==> src/rtl/td_stream_fifo_pkg.sv <==
// Shared types for TaggedDirection traffic between ray-generation and traversal.
// Component and tag widths come from the WIDTH/TAG_SIZE macros so every stage agrees.
`ifndef WIDTH
`define WIDTH 16
`endif
`ifndef TAG_SIZE
`define TAG_SIZE 8
`endif

package td_stream_fifo_pkg;

  localparam int TD_BITS = 3*`WIDTH + `TAG_SIZE;

  typedef struct packed {
    logic [`WIDTH-1:0]    x;
    logic [`WIDTH-1:0]    y;
    logic [`WIDTH-1:0]    z;
    logic [`TAG_SIZE-1:0] tag;
  } TaggedDirection;

  function automatic logic [15:0] sat_inc16(input logic [15:0] v);
    return (v == 16'hFFFF) ? v : v + 16'd1;
  endfunction

endpackage

==> src/rtl/td_sdp_ram.sv <==
// Simple-dual-port storage: one write port, one enable-gated registered read port.
// The read register holds its value while re_i is low, so it doubles as a skid slot.
module td_sdp_ram #(
  parameter  int DATA_W = 8,
  parameter  int DEPTH  = 32,
  localparam int AW     = $clog2(DEPTH)
) (
  input  logic              clk,
  input  logic              we_i,
  input  logic [AW-1:0]     waddr_i,
  input  logic [DATA_W-1:0] wdata_i,
  input  logic              re_i,
  input  logic [AW-1:0]     raddr_i,
  output logic [DATA_W-1:0] rdata_o
);

  (* ram_style = "block" *) logic [DATA_W-1:0] mem_q [DEPTH];
  logic [DATA_W-1:0] rdata_q;

  always_ff @(posedge clk) begin
    if (we_i) mem_q[waddr_i] <= wdata_i;
    if (re_i) rdata_q <= mem_q[raddr_i];
  end

  assign rdata_o = rdata_q;

endmodule

==> src/rtl/td_stream_fifo.sv <==
// First-word-fall-through FIFO for TaggedDirection with occupancy, almost-full,
// flush and a selectable full-policy (backpressure or drop-newest with counters).
module td_stream_fifo
  import td_stream_fifo_pkg::*;
#(
  parameter int WIDTH        = `WIDTH,
  parameter int TAG_SIZE     = `TAG_SIZE,
  parameter int DEPTH        = 32,
  parameter int AFULL_LEVEL  = DEPTH - 4,
  parameter bit DROP_ON_FULL = 1'b0
) (
  input  logic                       clk,
  input  logic                       reset,
  input  logic                       flush,
  input  logic                       in_valid,
  output logic                       in_ready,
  input  TaggedDirection             dir_in,
  output logic                       out_valid,
  input  logic                       out_ready,
  output TaggedDirection             dir_out,
  output logic [$clog2(DEPTH+1)-1:0] count,
  output logic                       almost_full,
  output logic                       overflow,
  input  logic                       clr_overflow,
  output logic [15:0]                drop_count
);

  localparam int DW = 3*WIDTH + TAG_SIZE;
  localparam int AW = $clog2(DEPTH);
  localparam int CW = $clog2(DEPTH+1);
  localparam logic [CW-1:0] FULL_CNT  = CW'(DEPTH);
  localparam logic [CW-1:0] AFULL_CNT = CW'(AFULL_LEVEL);

  logic [AW-1:0] wptr_q, wptr_d, rptr_q, rptr_d;
  logic [CW-1:0] count_q, count_d, unread;
  logic          out_vld_q, out_vld_d;
  logic          pend_q, pend_d;
  logic [DW-1:0] dout_q, dout_d;
  logic [DW-1:0] wr_data, ram_rdata;
  logic          ovf_q, ovf_d;
  logic [15:0]   drops_q, drops_d;
  logic          full, push, pop, drop, xfer, rd_en;

  assign wr_data = dir_in;

  assign full     = (count_q == FULL_CNT);
  assign in_ready = DROP_ON_FULL ? 1'b1 : !full;
  assign push     = in_valid && !full && !flush;
  assign pop      = out_vld_q && out_ready && !flush;
  assign drop     = DROP_ON_FULL && in_valid && full && !flush;

  // pend_q marks a RAM read result waiting in the RAM read register; it moves
  // into the output register once that register is empty or being popped.
  assign xfer   = pend_q && (!out_vld_q || pop);
  // count covers head and in-flight read, so the rest is still unread in RAM.
  // An entry written on this edge is not yet in count, so it is never read here.
  assign unread = count_q - CW'(out_vld_q) - CW'(pend_q);
  assign rd_en  = (unread != '0) && (!pend_q || xfer) && !flush;

  always_comb begin
    wptr_d    = wptr_q;
    rptr_d    = rptr_q;
    count_d   = count_q;
    out_vld_d = out_vld_q;
    pend_d    = pend_q;
    dout_d    = dout_q;
    ovf_d     = ovf_q;
    drops_d   = drops_q;

    if (flush) begin
      wptr_d    = '0;
      rptr_d    = '0;
      count_d   = '0;
      out_vld_d = 1'b0;
      pend_d    = 1'b0;
    end else begin
      if (push)  wptr_d = wptr_q + 1'b1;
      if (rd_en) rptr_d = rptr_q + 1'b1;
      count_d = count_q + CW'(push) - CW'(pop);
      if (xfer) begin
        dout_d    = ram_rdata;
        out_vld_d = 1'b1;
      end else if (pop) begin
        out_vld_d = 1'b0;
      end
      pend_d = rd_en || (pend_q && !xfer);
    end

    // A drop on the same edge as a clear restarts the count at one.
    if (drop) begin
      ovf_d   = 1'b1;
      drops_d = clr_overflow ? 16'd1 : sat_inc16(drops_q);
    end else if (clr_overflow) begin
      ovf_d   = 1'b0;
      drops_d = '0;
    end
  end

  always_ff @(posedge clk or negedge reset) begin
    if (!reset) begin
      wptr_q    <= '0;
      rptr_q    <= '0;
      count_q   <= '0;
      out_vld_q <= 1'b0;
      pend_q    <= 1'b0;
      dout_q    <= '0;
      ovf_q     <= 1'b0;
      drops_q   <= '0;
    end else begin
      wptr_q    <= wptr_d;
      rptr_q    <= rptr_d;
      count_q   <= count_d;
      out_vld_q <= out_vld_d;
      pend_q    <= pend_d;
      dout_q    <= dout_d;
      ovf_q     <= ovf_d;
      drops_q   <= drops_d;
    end
  end

  td_sdp_ram #(.DATA_W(DW), .DEPTH(DEPTH)) u_ram (
    .clk     (clk),
    .we_i    (push),
    .waddr_i (wptr_q),
    .wdata_i (wr_data),
    .re_i    (rd_en),
    .raddr_i (rptr_q),
    .rdata_o (ram_rdata)
  );

  assign dir_out     = dout_q;
  assign out_valid   = out_vld_q;
  assign count       = count_q;
  assign almost_full = (count_q >= AFULL_CNT);
  assign overflow    = ovf_q;
  assign drop_count  = drops_q;

endmodule

==> config.mk <==
export PLATFORM = sky130hd
export DESIGN_NAME = td_stream_fifo
export DESIGN_NICKNAME = d
export VERILOG_FILES = /design/src/rtl/td_stream_fifo_pkg.sv /design/src/rtl/td_sdp_ram.sv /design/src/rtl/td_stream_fifo.sv
export SDC_FILE = /design/constraint.sdc
export NUM_CORES = 2
export LEC_CHECK = 0
export CELL_PAD_IN_SITES_DETAIL_PLACEMENT = 1
export CELL_PAD_IN_SITES_GLOBAL_PLACEMENT = 1
export CORE_MARGIN = 2
export CORE_UTILIZATION = 60
export DETAILED_ROUTE_END_ITERATION = 10
export PLACE_DENSITY_LB_ADDON = 0.1
export RECOVER_POWER = 100
export SLEW_MARGIN = 20
export SYNTH_ARGS = -nofsm -noshare
export SYNTH_HDL_FRONTEND = slang
export SYNTH_SLANG_ARGS = --single-unit
==> constraint.sdc <==
create_clock -name clk -period 17.3 [get_ports clk]
set_input_delay 2.595 -clock clk [delete_from_list [all_inputs] [get_ports clk]]
set_output_delay 2.595 -clock clk [all_outputs]
set_load 0.01 [all_outputs]
## After elaboration in Yosys (flattened, before gate mapping)

Memories as Yosys holds them, arrays and structs flattened. A register that Yosys moved wholly into a read port is not among the register bits.
Index checks and enable logic that the tools add are counted.

| operators by class | value |
|---|---|
| equal/unequal tests | 1 |
| magnitude comparators | 1 |
| multipliers | 0 |
| reduce and logical (&&, ||, !) cells | 21 |
| bitwise operators | 1 |
| mux-type cells | 11 |
| add/subtract/negate cells | 6 |
| shift-type cells | 0 |
| divide/modulo/power cells | 0 |

Operators with widths:

| cell | count |
|---|---|
| 5-bit 2-to-1 mux | 4 |
| 6-bit by 1-bit subtractor with 6-bit output | 3 |
| 5-bit by 1-bit adder with 5-bit output, second input constant | 2 |
| 1-bit logical AND | 8 |
| 6-bit by 1-bit adder with 6-bit output | 1 |
| 6-bit == test, second input constant | 1 |
| 6-bit by 5-bit >= comparator with 1-bit output, second input constant | 1 |
| 1-bit 2-to-1 mux | 6 |
| 6-bit 2-to-1 mux | 1 |
| 6-bit nonzero test | 1 |
| 1-bit zero test | 5 |
| 2-bit nonzero test | 2 |
| 1-bit logical OR | 3 |
| 3-bit nonzero test | 1 |
| 2-bit AND reduction | 1 |
| 1-bit NOT | 1 |

| word-level totals | value |
|---|---|
| input bits | 62 |
| bits in writable memories | 1792 |
| memory bits (read-only) | 0 |
| memories kept | 1 |
| logic and storage cells | 48 |
| bits in registers | 74 |
| latch bits | 0 |

Memory list:

| name | depth | width | read ports | clocked after Yosys merged registers in | write ports | line | source |
|---|---|---|---|---|---|---|---|
| u_ram.mem_q | 32 | 56 | 1 | 1 | 1 | td_sdp_ram.sv:17 | `(* ram_style = "block" *) logic [DATA_W-1:0] mem_q [DEPTH];` |

## Logic depth before layout (Yosys ltp)

| logic depth | value |
|---|---|
| depth in word-level cells | 9 |
| depth in mapped cells | 14 |
| gate-level depth less buffers | 13 |

## Hierarchy

Synthesis repeated with hierarchy kept, for this count alone.

| unflattened totals | value |
|---|---|
| cells, all modules | 4183 |
| area total of the unflattened synthesis | 74784.2 um^2 |

By module, submodules not included:

| module | instances | area an instance (um^2) | cells each |
|---|---|---|---|
| td_sdp_ram | 1 | 71355.9 | 3917 |
| td_stream_fifo | 1 | 3428.3 | 266 |

## Least setup slack after synthesis

OpenSTA, ideal clock, no wires.

| timing path | value |
|---|---|
| path type | input-to-reg |
| start point | input in_valid |
| end point | memory u_ram.mem_q[0][0] in the netlist's numbering (enable) |
| stages on the path | 4 |
| setup slack | 9.742 ns |
| library setup time | 0.539 ns |
| buffers on the path | 1 |
| arrival time | 7.019 ns |
| cell sequence | and2_1 > clkbuf_1 > nand3_1 > nor3_1 |

| between the ends | value |
|---|---|
| word-level cells in the longest chain between the ends | 4 |

RTL lines:

| item | line | source |
|---|---|---|
| start, declared | td_stream_fifo.sv:15 | `input logic in_valid,` |
| 1-bit logical AND (2 in a row) | td_stream_fifo.sv:48 | `assign push = in_valid && !full && !flush;` |
| 1-bit 2-to-1 mux | td_sdp_ram.sv:21 | `if (we_i) mem_q[waddr_i] <= wdata_i;` |
| 1-bit 2-to-1 mux (implied by the code) | td_sdp_ram.sv:21 |  |
| end, declared | td_sdp_ram.sv:17 |  |

No other way between the ends.

## Worst setup path after layout

| timing path | value |
|---|---|
| start point | input in_valid |
| end point | memory u_ram.mem_q[7][29] in the netlist's numbering (enable) |

Same word-level chain as after synthesis.

==> out/qor.yml <==
sta:
  finalHoldViolations: 0
  whs_ps: 466
  min_period_over_period_pct: 55.2
  setup_viol: 0
  tightest_slew_ps: 4870
  finalMaxSlewViolations: 2409
  skew_ps: 30.4
  fin_tns_setup_ps: 0
  rsz0062_at_grt: "no"
  fmax_mhz: 105
  relSlewSlack_pct: -225
  min_period_ps: 9550
pwr:
  p_sw_share_pct: 23.7
  p_int_mw: 8.39
  ir_worst_vdd_v: 0.000104
  clockPowerShare_pct: 35.7
  p_sw_mw: 2.61
  power.total_mw: 11.0
  leakagePower_nw: 25.1
  power_frac_seq_pct: 48.8
  comb_power_share_pct: 15.5
  powerDensity_nw_per_um2: 134
cts:
  htree_levels: 4
  cts_setup_buffers: 0
  postCtsResizedCells: 0
  clk_latency_ps: 830
  cts_tree: "done"
  clk_pin_slew_worst_paths_ps: 60
  cts-root-buf: "clkbuf_16"
  cts_hold_buffers: 0
  numCtsBuffers: 188
  clockBufferDepth: 3
  clock_sinks: 1922
run_status:
  violations: "max-capacitance violations, max-slew violations"
  outcome: "complete, but fails checks"
floorplan:
  start_util_pct: 60.2
  io_pins: 144
  die_h_um: 353
  placeableCoreArea_um2: 121000
  rows: 128
  die-area_um2: 125000
  die-width_um: 353
critical_path:
  cpMaxStageDelayCell: "nor2_1"
  path_buf_inv: 3
  worstPathMaxFanout: 22
  cp-end-kind: "register"
  required_ps: 17660
  cp-start-kind: "input port"
  arrival_ps: 9920
  critPathKind: "input port to register"
  cp_slowest_stage_delay_ps: 2170
  cp_common_cell: "clkbuf_1"
  worstPathCellList: "dlygate4sd3_1 -> and2_0 -> nand2_1 -> nor2_1 -> clkbuf_1 -> clkbuf_1"
  crit_family: "buffers and inverters"
final_layout:
  nFillCells: 9149
  drive_gt1_share_pct: 27.8
  utilization_pct: 67.5
  area_growth_pct: 12.2
  stdcell_area_um2: 82000
  layout_common_cells: "edfxtp_1 (1848), mux4_2 (560), clkbuf_16 (190)"
  layout_commonest_cell: "edfxtp_1"
  layout.nets: 3259
routing:
  highest_layer: "met5"
  met2_length_um: 90800
  drc_errors: 0
  wl_met1_um: 69400
  wl_um: 180000
  met3WireLength_um: 14600
  vias: 33223
  antenna_left: 0
  firstDrtPassIters: 7
  drt_iter0_markers: 4139
  vias_per_cell: 6.69
  wl_per_cell_um: 36.2
yosys:
  ys_ff_latch: 1922
  synthFlopType: "edfxtp_1"
  ys_seq_area_share_pct: 78.5
  synth_cell_types: 37
  synth.top_cell.area_share_pct: 75.9
  syn_area_per_cell_um2: 25.0
  synth-async-reset-ratio_pct: 3.85
  synthCells: 2926
  netlist_area_um2: 73100
  yosysTopAreaCell: "edfxtp_1"
  synth_area_leaders: "edfxtp_1 (76%), mux4_2 (17%), dfrtp_1 (2.5%), mux2_2 (1.5%), clkbuf_1 (0.40%)"
  synth_warnings: 0
  synth_edf_count: 1848
placement:
  placed_area_um2: 76500
  hpwl_um: 90400
  routabilityCongestion: 0.756
  portBuffers: 125
global_routing:
  grt_usage_pct: 29.8
  overflow: 0
  grt_pass1_vias: 35375
  antenna_found_initial: 15
  grt_pass1_wl_um: 259000
  grt_max_degree: 146
min_path:
  holdCritPathClass: "register to register"
flow_run:
  maxCapViolCount: 81
worst reg2reg max path, delay by kind of cell (launching register included):
family	cells	cell delay, ps
buffers and inverters	4	5470
flip-flops	1	1950
multiplexers	3	1420
flip-flops by register name, summed over array words and instances, names as in the netlist:
name	count
out_valid	1
pend_q	1
count	6
rptr_q	5
u_ram.mem_q	1792
u_ram.rdata_o	56
wptr_q	5
dir_out	56
worst paths after layout:
check,startpoint,endpoint,slack (ps),cells past startpoint
setup / recovery,in_valid,u_ram.mem_q[7][29],7750,6
hold / removal,u_ram.rdata_o[55],dir_out[55],470,1
setup reg to reg,rptr_q[0],u_ram.rdata_o[34],8210,7
hold reg to reg,u_ram.rdata_o[55],dir_out[55],470,1
max in group asynchronous,reset,dir_out[26],10190,2
min in group asynchronous,reset,wptr_q[4],2480,1
layout make-up:
cell class                 count  area (µm²)  share of cell area (%)
multi-input combinational    843       15000                    18.3
timing repair buffer         205        1600                    1.95
clock inverter                90         714                   0.872
antenna                        5        12.5                  0.0153
inverter                      15        56.3                  0.0687
clock buffer                 260        5190                    6.33
sequential                  1922       57400                    70.0
tap                         1625        2030                    2.48
power by group through the flow:
stage / Combinational [mW] / Sequential [mW] / Clock [mW]
floorplan: 1.15 / 5.44 / 0
global placement: 1.63 / 5.45 / 0
detailed placement: 1.69 / 5.47 / 0
CTS: 1.71 / 5.37 / 3.98
global route: 1.82 / 5.39 / 4.15
finish: 1.70 / 5.37 / 3.92
layer usage:
metal | global-route usage, % | vias up
li1 | - | 13043
met1 | 41.4 | 18115
met2 | 48.1 | 1727
met3 | 6.61 | 324
met4 | 9.74 | 14
met5 | 0 | -
per-stage QoR:
step / worst slack (ps) / instances
after floorplan: 9740 / 2942
after global placement: 10740 / 4607
after detailed placement: 10550 / 4607
after CTS: 11410 / 4957
after global routing: 7080 / 4962
final: 7750 / 4965
synth_stat cells, types with 2 or more instances:
master and instances:
ha_1 20, fa_1 2, nand2_1 14, buf_1 19, nor2_1 52, buf_2 27, dfrtp_1 74, mux4_2 560
nand3_1 6, mux2_1 20, xnor2_1 6, buf_4 34, nor2b_1 11, clkbuf_1 78, or3_1 2, nand4_1 5
nand2b_1 6, a21oi_1 8, xor2_1 3, nor3_1 3, inv_1 14, buf_6 4, edfxtp_1 1848, mux2_2 97
cells by family (layout without fill, tap and decap cells):
logic type | after synthesis | in the layout | synth area share, %
adders and majority gates | 22 | 22 | 0.397
and+or+nand+nor | 102 | 102 | 0.639
DFF | 1922 | 1922 | 78.5
buffers and inverters | 177 | 570 | 1.17
AOI/OAI and AO/OA | 15 | 15 | 0.128
other | 1 | 22 | 0.00513
muxes | 678 | 678 | 19.1
xor gates and xnor gates | 9 | 9 | 0.108
(Power assumes the default switching activity.)
